<file path="config.mk">
export PLATFORM = sky130hd
export DESIGN_NAME = ghostbus_top
export DESIGN_NICKNAME = d
export VERILOG_FILES = /design/src/rtl/ghostbus_pkg.sv /design/src/rtl/ghostbus_ram.sv /design/src/rtl/ghostbus_top.sv
export SDC_FILE = /design/constraint.sdc
export NUM_CORES = 1
export LEC_CHECK = 0
export ABC_AREA = 1
export BUFFER_PORTS_ARGS = -buffer_cell sky130_fd_sc_hd__buf_2
export CORE_AREA = 2 2 105 107
export CTS_BUF_LIST = sky130_fd_sc_hd__clkbuf_4
export DETAILED_ROUTE_END_ITERATION = 8
export DIE_AREA = 0 0 107 109
export PLACE_DENSITY = 0.87
export SLEW_MARGIN = 20
export SYNTH_ARGS = -nofsm -noshare
export SYNTH_HDL_FRONTEND = slang
export SYNTH_HIERARCHICAL = 1
export SYNTH_SLANG_ARGS = --single-unit
</file>
<file path="constraint.sdc">
create_clock -name gb_clk -period 3.4 [get_ports gb_clk]
set_input_delay 0.34 -clock gb_clk [delete_from_list [all_inputs] [get_ports gb_clk]]
set_output_delay 0.34 -clock gb_clk [all_outputs]
set_load 0.05 [all_outputs]
</file>
<file path="src/rtl/ghostbus_pkg.sv">
// ghostbus_pkg: shared constants for the ghostbus register block.
// Holds the CSR word addresses, the RAM window base, the default ID
// value and the CTRL bit positions used by ghostbus_top.
package ghostbus_pkg;

    localparam logic [23:0] ADDR_ID      = 24'h000000;
    localparam logic [23:0] ADDR_SCRATCH = 24'h000001;
    localparam logic [23:0] ADDR_CTRL    = 24'h000002;
    localparam logic [23:0] ADDR_COUNT   = 24'h000003;
    localparam logic [23:0] ADDR_STATUS  = 24'h000004;
    localparam logic [23:0] RAM_BASE     = 24'h000100;

    localparam logic [31:0] ID_VALUE_DEFAULT = 32'h47425553;

    // CTRL register bit positions
    localparam int CTRL_EN_BIT  = 0;
    localparam int CTRL_CLR_BIT = 1;

endpackage

</file>
<file path="src/rtl/ghostbus_ram.sv">
// ghostbus_ram: single-port synchronous RAM, (2^AW) x DW.
// One write port and one registered read port. A read and a write to the
// same word on the same edge return the old contents (read-before-write).
// The read register only loads on a read, so it holds its value between
// reads. Contents and read register are deliberately not reset.
module ghostbus_ram #(
    parameter int AW = 8,
    parameter int DW = 32
) (
    input  logic          clk_i,
    input  logic          we_i,
    input  logic          re_i,
    input  logic [AW-1:0] addr_i,
    input  logic [DW-1:0] wdata_i,
    output logic [DW-1:0] rdata_o
);

    logic [DW-1:0] mem_q [2**AW];
    logic [DW-1:0] rdata_q;

    // Storage write and registered read; NBA ordering gives read-before-write
    always_ff @(posedge clk_i) begin
        if (we_i) begin
            mem_q[addr_i] <= wdata_i;
        end
        if (re_i) begin
            rdata_q <= mem_q[addr_i];
        end
    end

    assign rdata_o = rdata_q;

endmodule

</file>
<file path="src/rtl/ghostbus_top.sv">
// ghostbus_top: ghostbus register block endpoint.
// Decodes a word address into ID/SCRATCH/CTRL/COUNT/STATUS CSRs and an
// optional RAM window. Writes take effect on the strobe edge; reads return
// registered data one cycle after the strobe and hold until the next read.
// Optional feature macro: GHOSTBUS_RAM_EN (instantiates the RAM window;
// without it the window reads 0 and ignores writes).
module ghostbus_top
    import ghostbus_pkg::*;
#(
    parameter int            AW       = 24,
    parameter int            DW       = 32,
    parameter int            RAM_AW   = 8,
    parameter logic [31:0]   ID_VALUE = ghostbus_pkg::ID_VALUE_DEFAULT,
    parameter logic [AW-1:0] RAM_BASE = AW'(ghostbus_pkg::RAM_BASE)
) (
    input  logic          gb_clk,
    input  logic          gb_rst,
    input  logic [AW-1:0] gb_addr,
    input  logic [DW-1:0] gb_wdata,
    input  logic          gb_wen,
    input  logic          gb_rstb,
    output logic [DW-1:0] gb_rdata
);

    logic [DW-1:0] scratch_q;
    logic [7:0]    ctrl_q;
    logic [31:0]   count_q;
    logic          ovf_q;
    logic [DW-1:0] csr_rdata_q;
    logic [DW-1:0] rd_mux;

    logic sel_id, sel_scratch, sel_ctrl, sel_count, sel_status, sel_ram;
    logic wr_ctrl, cnt_clr, cnt_inc, cnt_wrap, status_w1c;

    // Full-width address decode
    assign sel_id      = (gb_addr == AW'(ADDR_ID));
    assign sel_scratch = (gb_addr == AW'(ADDR_SCRATCH));
    assign sel_ctrl    = (gb_addr == AW'(ADDR_CTRL));
    assign sel_count   = (gb_addr == AW'(ADDR_COUNT));
    assign sel_status  = (gb_addr == AW'(ADDR_STATUS));
    assign sel_ram     = (gb_addr[AW-1:RAM_AW] == RAM_BASE[AW-1:RAM_AW]);

    // Clear is applied on the writing edge and again while the stored
    // self-clearing bit is still high; clear beats increment.
    assign wr_ctrl    = gb_wen & sel_ctrl;
    assign cnt_clr    = (wr_ctrl & gb_wdata[CTRL_CLR_BIT]) | ctrl_q[CTRL_CLR_BIT];
    assign cnt_inc    = ctrl_q[CTRL_EN_BIT] & ~cnt_clr;
    assign cnt_wrap   = cnt_inc & (count_q == 32'hFFFF_FFFF);
    assign status_w1c = gb_wen & sel_status & gb_wdata[0];

    // Writable CSRs: SCRATCH, CTRL (bit 1 self-clears), STATUS overflow (set wins over W1C)
    always_ff @(posedge gb_clk or posedge gb_rst) begin
        if (gb_rst) begin
            scratch_q <= '0;
            ctrl_q    <= '0;
            ovf_q     <= 1'b0;
        end else begin
            if (gb_wen && sel_scratch) begin
                scratch_q <= gb_wdata;
            end
            if (wr_ctrl) begin
                ctrl_q <= gb_wdata[7:0];
            end else begin
                ctrl_q[CTRL_CLR_BIT] <= 1'b0;
            end
            if (cnt_wrap) begin
                ovf_q <= 1'b1;
            end else if (status_w1c) begin
                ovf_q <= 1'b0;
            end
        end
    end

    // Free-running cycle counter gated by CTRL enable
    always_ff @(posedge gb_clk or posedge gb_rst) begin
        if (gb_rst) begin
            count_q <= '0;
        end else if (cnt_clr) begin
            count_q <= '0;
        end else if (cnt_inc) begin
            count_q <= count_q + 32'd1;
        end
    end

    // CSR read mux; RAM window and unmapped addresses contribute zero here
    always_comb begin
        rd_mux = '0;
        if (sel_id) begin
            rd_mux = DW'(ID_VALUE);
        end else if (sel_scratch) begin
            rd_mux = scratch_q;
        end else if (sel_ctrl) begin
            rd_mux = DW'(ctrl_q);
        end else if (sel_count) begin
            rd_mux = DW'(count_q);
        end else if (sel_status) begin
            rd_mux = DW'(ovf_q);
        end else if (sel_ram) begin
            rd_mux = '0;
        end
    end

    // Registered CSR read data, loaded only on a read strobe
    always_ff @(posedge gb_clk or posedge gb_rst) begin
        if (gb_rst) begin
            csr_rdata_q <= '0;
        end else if (gb_rstb) begin
            csr_rdata_q <= rd_mux;
        end
    end

`ifdef GHOSTBUS_RAM_EN
    logic [DW-1:0] ram_rdata;
    logic          rd_ram_q;

    ghostbus_ram #(
        .AW (RAM_AW),
        .DW (DW)
    ) u_ram (
        .clk_i   (gb_clk),
        .we_i    (gb_wen & sel_ram),
        .re_i    (gb_rstb & sel_ram),
        .addr_i  (gb_addr[RAM_AW-1:0]),
        .wdata_i (gb_wdata),
        .rdata_o (ram_rdata)
    );

    // Remembers whether the last read targeted RAM, selecting the output source
    always_ff @(posedge gb_clk or posedge gb_rst) begin
        if (gb_rst) begin
            rd_ram_q <= 1'b0;
        end else if (gb_rstb) begin
            rd_ram_q <= sel_ram;
        end
    end

    assign gb_rdata = rd_ram_q ? ram_rdata : csr_rdata_q;
`else
    assign gb_rdata = csr_rdata_q;
`endif

endmodule

</file>
==> flow_metrics.tcl <==
set metrics [dict create \
    wl_per_cell_um 14.1 \
    dp_slack_ns 1.36 \
    cp-start-kind "register" \
    ir_drop_mv 0.190 \
    seqCellArea_mm2 0.00263 \
    yosysTopAreaCell "dfrtp_1" \
    syn_inst 780 \
    antenna_found_initial 0 \
    crit_required_ns 3.80 \
    fp.dieH_um 109 \
    n_antenna_cell 0 \
    fin_area_mm2 0.00628 \
    io_pins 92 \
    synth_area_leaders "dfrtp_1 (46%), nand2_1 (19%), nor2_1 (7.5%)" \
    grt_max_degree 92 \
    worst_pin_slew_ns 0.970 \
    areaGrowthSynthToFinish_pct 10.8 \
    drt_pass1_iterations 5 \
    status "finished, final reports clean" \
    layout.cells.most_common_list "nand2_1 (286), nor2_1 (113), dfrtp_1 (105)" \
    worst_hold_path_type "in2reg" \
    viasPerCell 5.40 \
    cts_buffers 9 \
    multi_input_area_mm2 0.00264 \
    fill_cells 1007 \
    max_freq_ghz 0.523 \
    htreeDepth 3 \
    yosysTopAreaCellShare_pct 46.4 \
    clockRootBuffer "clkbuf_4" \
    synth_cell_types 39 \
    cts_sinks 105 \
    critPathMaxFanout 5 \
    cp-end-kind "register" \
    arrival_ns 2.31 \
    slew_headroom_pct 35.3 \
    synth_nets 841 \
    clk_latency_ns 0.46 \
    fp.dieW_um 107 \
    cts_tree "built" \
    numPortBuffers 91 \
    fin_nets 917 \
    initial_utilization_pct 53.5 \
    wl_um 14100 \
    layout_setup_ws_ns 1.49 \
    hold_path.startpoint "gb_wdata[25]" \
    vias 5402 \
    grt_pass1_vias 5094 \
    grt_pass1_wl_um 23600 \
    powerDensity_mw_per_mm2 315 \
    dp.cells 984 \
    row_count 38 \
    cap_violations 0 \
    total_power_mw 1.98 \
    drt_iter0_markers 487 \
    grt-ovfl-total 0 \
    grt_usage_pct 25.3 \
    clkTransAtPathRegs_ns 0.17 \
    seq_area_frac_synth_pct 46.4 \
    fin_skew_ns 0.0205 \
    setup_tns_ns 0 \
    clk_path_buf_depth 2 \
    ys_warn_count 6 \
    maxSlewViolCount 0 \
    drive_gt1_share_pct 16.0 \
    startpoint "count_q[0]" \
    ant_nets 0 \
    netlist_area_mm2 0.00567 \
    drcViolationCount 0 \
    dieArea_mm2 0.0117 \
    timing.rr.start "count_q[0]" \
    ys_seq_elements 105 \
    leakagePower_nw 3.30 \
    hold_viol 0 \
    core_area_mm2 0.0106 \
    final_common_cell "nand2_1" \
    dp_hpwl_um 10000 \
    grt_setup_unrepaired "false" \
    place.gp.congestion 0.932 \
    r2r_slack_ns 1.49 \
    setup_violations 0 \
    period_needed_ns 1.91 \
    final_cells 1000 \
    cts_resized 0 \
    path_class "reg2reg" \
    dpl_cell_area_mm2 0.00615 \
    period_share_pct 56.2 \
    hold_buffers 1 \
    cts_setup_buffers 0 \
    syn_area_per_cell_um2 7.27 \
]
==> cells by family after synthesis <==
kind of cell    share of synthesized area [%]
simple gates                             41.0
buf+inv                                  7.09
xor+xnor                                0.927
compound gates                           4.39
fa+ha+maj                               0.221
flops                                    46.4
==> synth_stat cells, drive strengths merged <==
library cell / count
and3: 3
inv: 55
o31ai: 1
nand3b: 2
clkinv: 1
nor3b: 4
nor2: 125
dfrtp: 105
nor3: 12
ha: 1
xor2: 5
o21bai: 1
nand3: 74
buf: 22
and2: 1
nand2: 294
a21oi: 11
nor4: 2
xnor2: 1
o22ai: 1
clkbuf: 9
o2bb2ai: 1
o21ai: 32
nand4: 17
==> power breakdown <==
| group | switching, mW | total, mW | leakage [nW] | internal, mW |
|---|---|---|---|---|
| registers | 0.00390 | 1.26 | 1.44 | 1.25 |
| clock network | 0.432 | 0.590 | 0.0634 | 0.157 |
| logic | 0.0869 | 0.128 | 1.79 | 0.0406 |
==> through the flow <==
stage | hold WS (ns) | util, %
6_report | 0.0942 | 59.2
5_1_grt | 0.0965 | 59.2
4_1_cts | 0.0908 | 59.2
3_5_place_dp | 0.274 | 58.0
3_3_place_gp | 0.273 | 58.0
2_1_floorplan | 0.442 | -
==> state kept, by name (all words and copies together) (netlist names) <==
name / cells
gb_rdata: 32
count_q: 32
ctrl_q: 8
scratch_q: 32
ovf_q: 1
==> critical path, cell delays in order (launching register included) <==
cell,delay (ns)
dfrtp_1,0.49
ha_1,0.23
inv_1,0.07
nor2_1,0.12
nand2_1,0.09
nor2_2,0.19
nand2_2,0.15
nor2_4,0.18
nand3_1,0.10
nand2_1,0.07
nand2_1,0.05
nor2_1,0.11
==> final cells by class <==
type	count	area share, %
clock inverter	6	0.817
tap	140	2.79
timing repair buffer	96	8.09
sequential	105	41.8
multi-input combinational	588	42.0
clock buffer	9	1.08
inverter	56	3.39
==> worst paths after layout <==
path | to | cells past startpoint
max | count_q[22] | 11
min | scratch_q[25] | 3
max reg2reg | count_q[22] | 11
min reg2reg | scratch_q[12] | 2
max in group asynchronous | scratch_q[16] | 4
min in group asynchronous | scratch_q[13] | 3
==> layer usage <==
layer | wire, µm | part of all wire (%) | vias to the layer above | global-route usage, %
met2 | 6750 | 48 | 241 | 42.4
met4 | 274 | 1.9 | 0 | 8.16
met1 | 6050 | 43 | 2520 | 34.2
met5 | 0 | 0 | - | 0
met3 | 1070 | 7.6 | 27 | 3.53
li1 | - | - | 2614 | -
No activity file was read; power rests on OpenSTA's default activity.
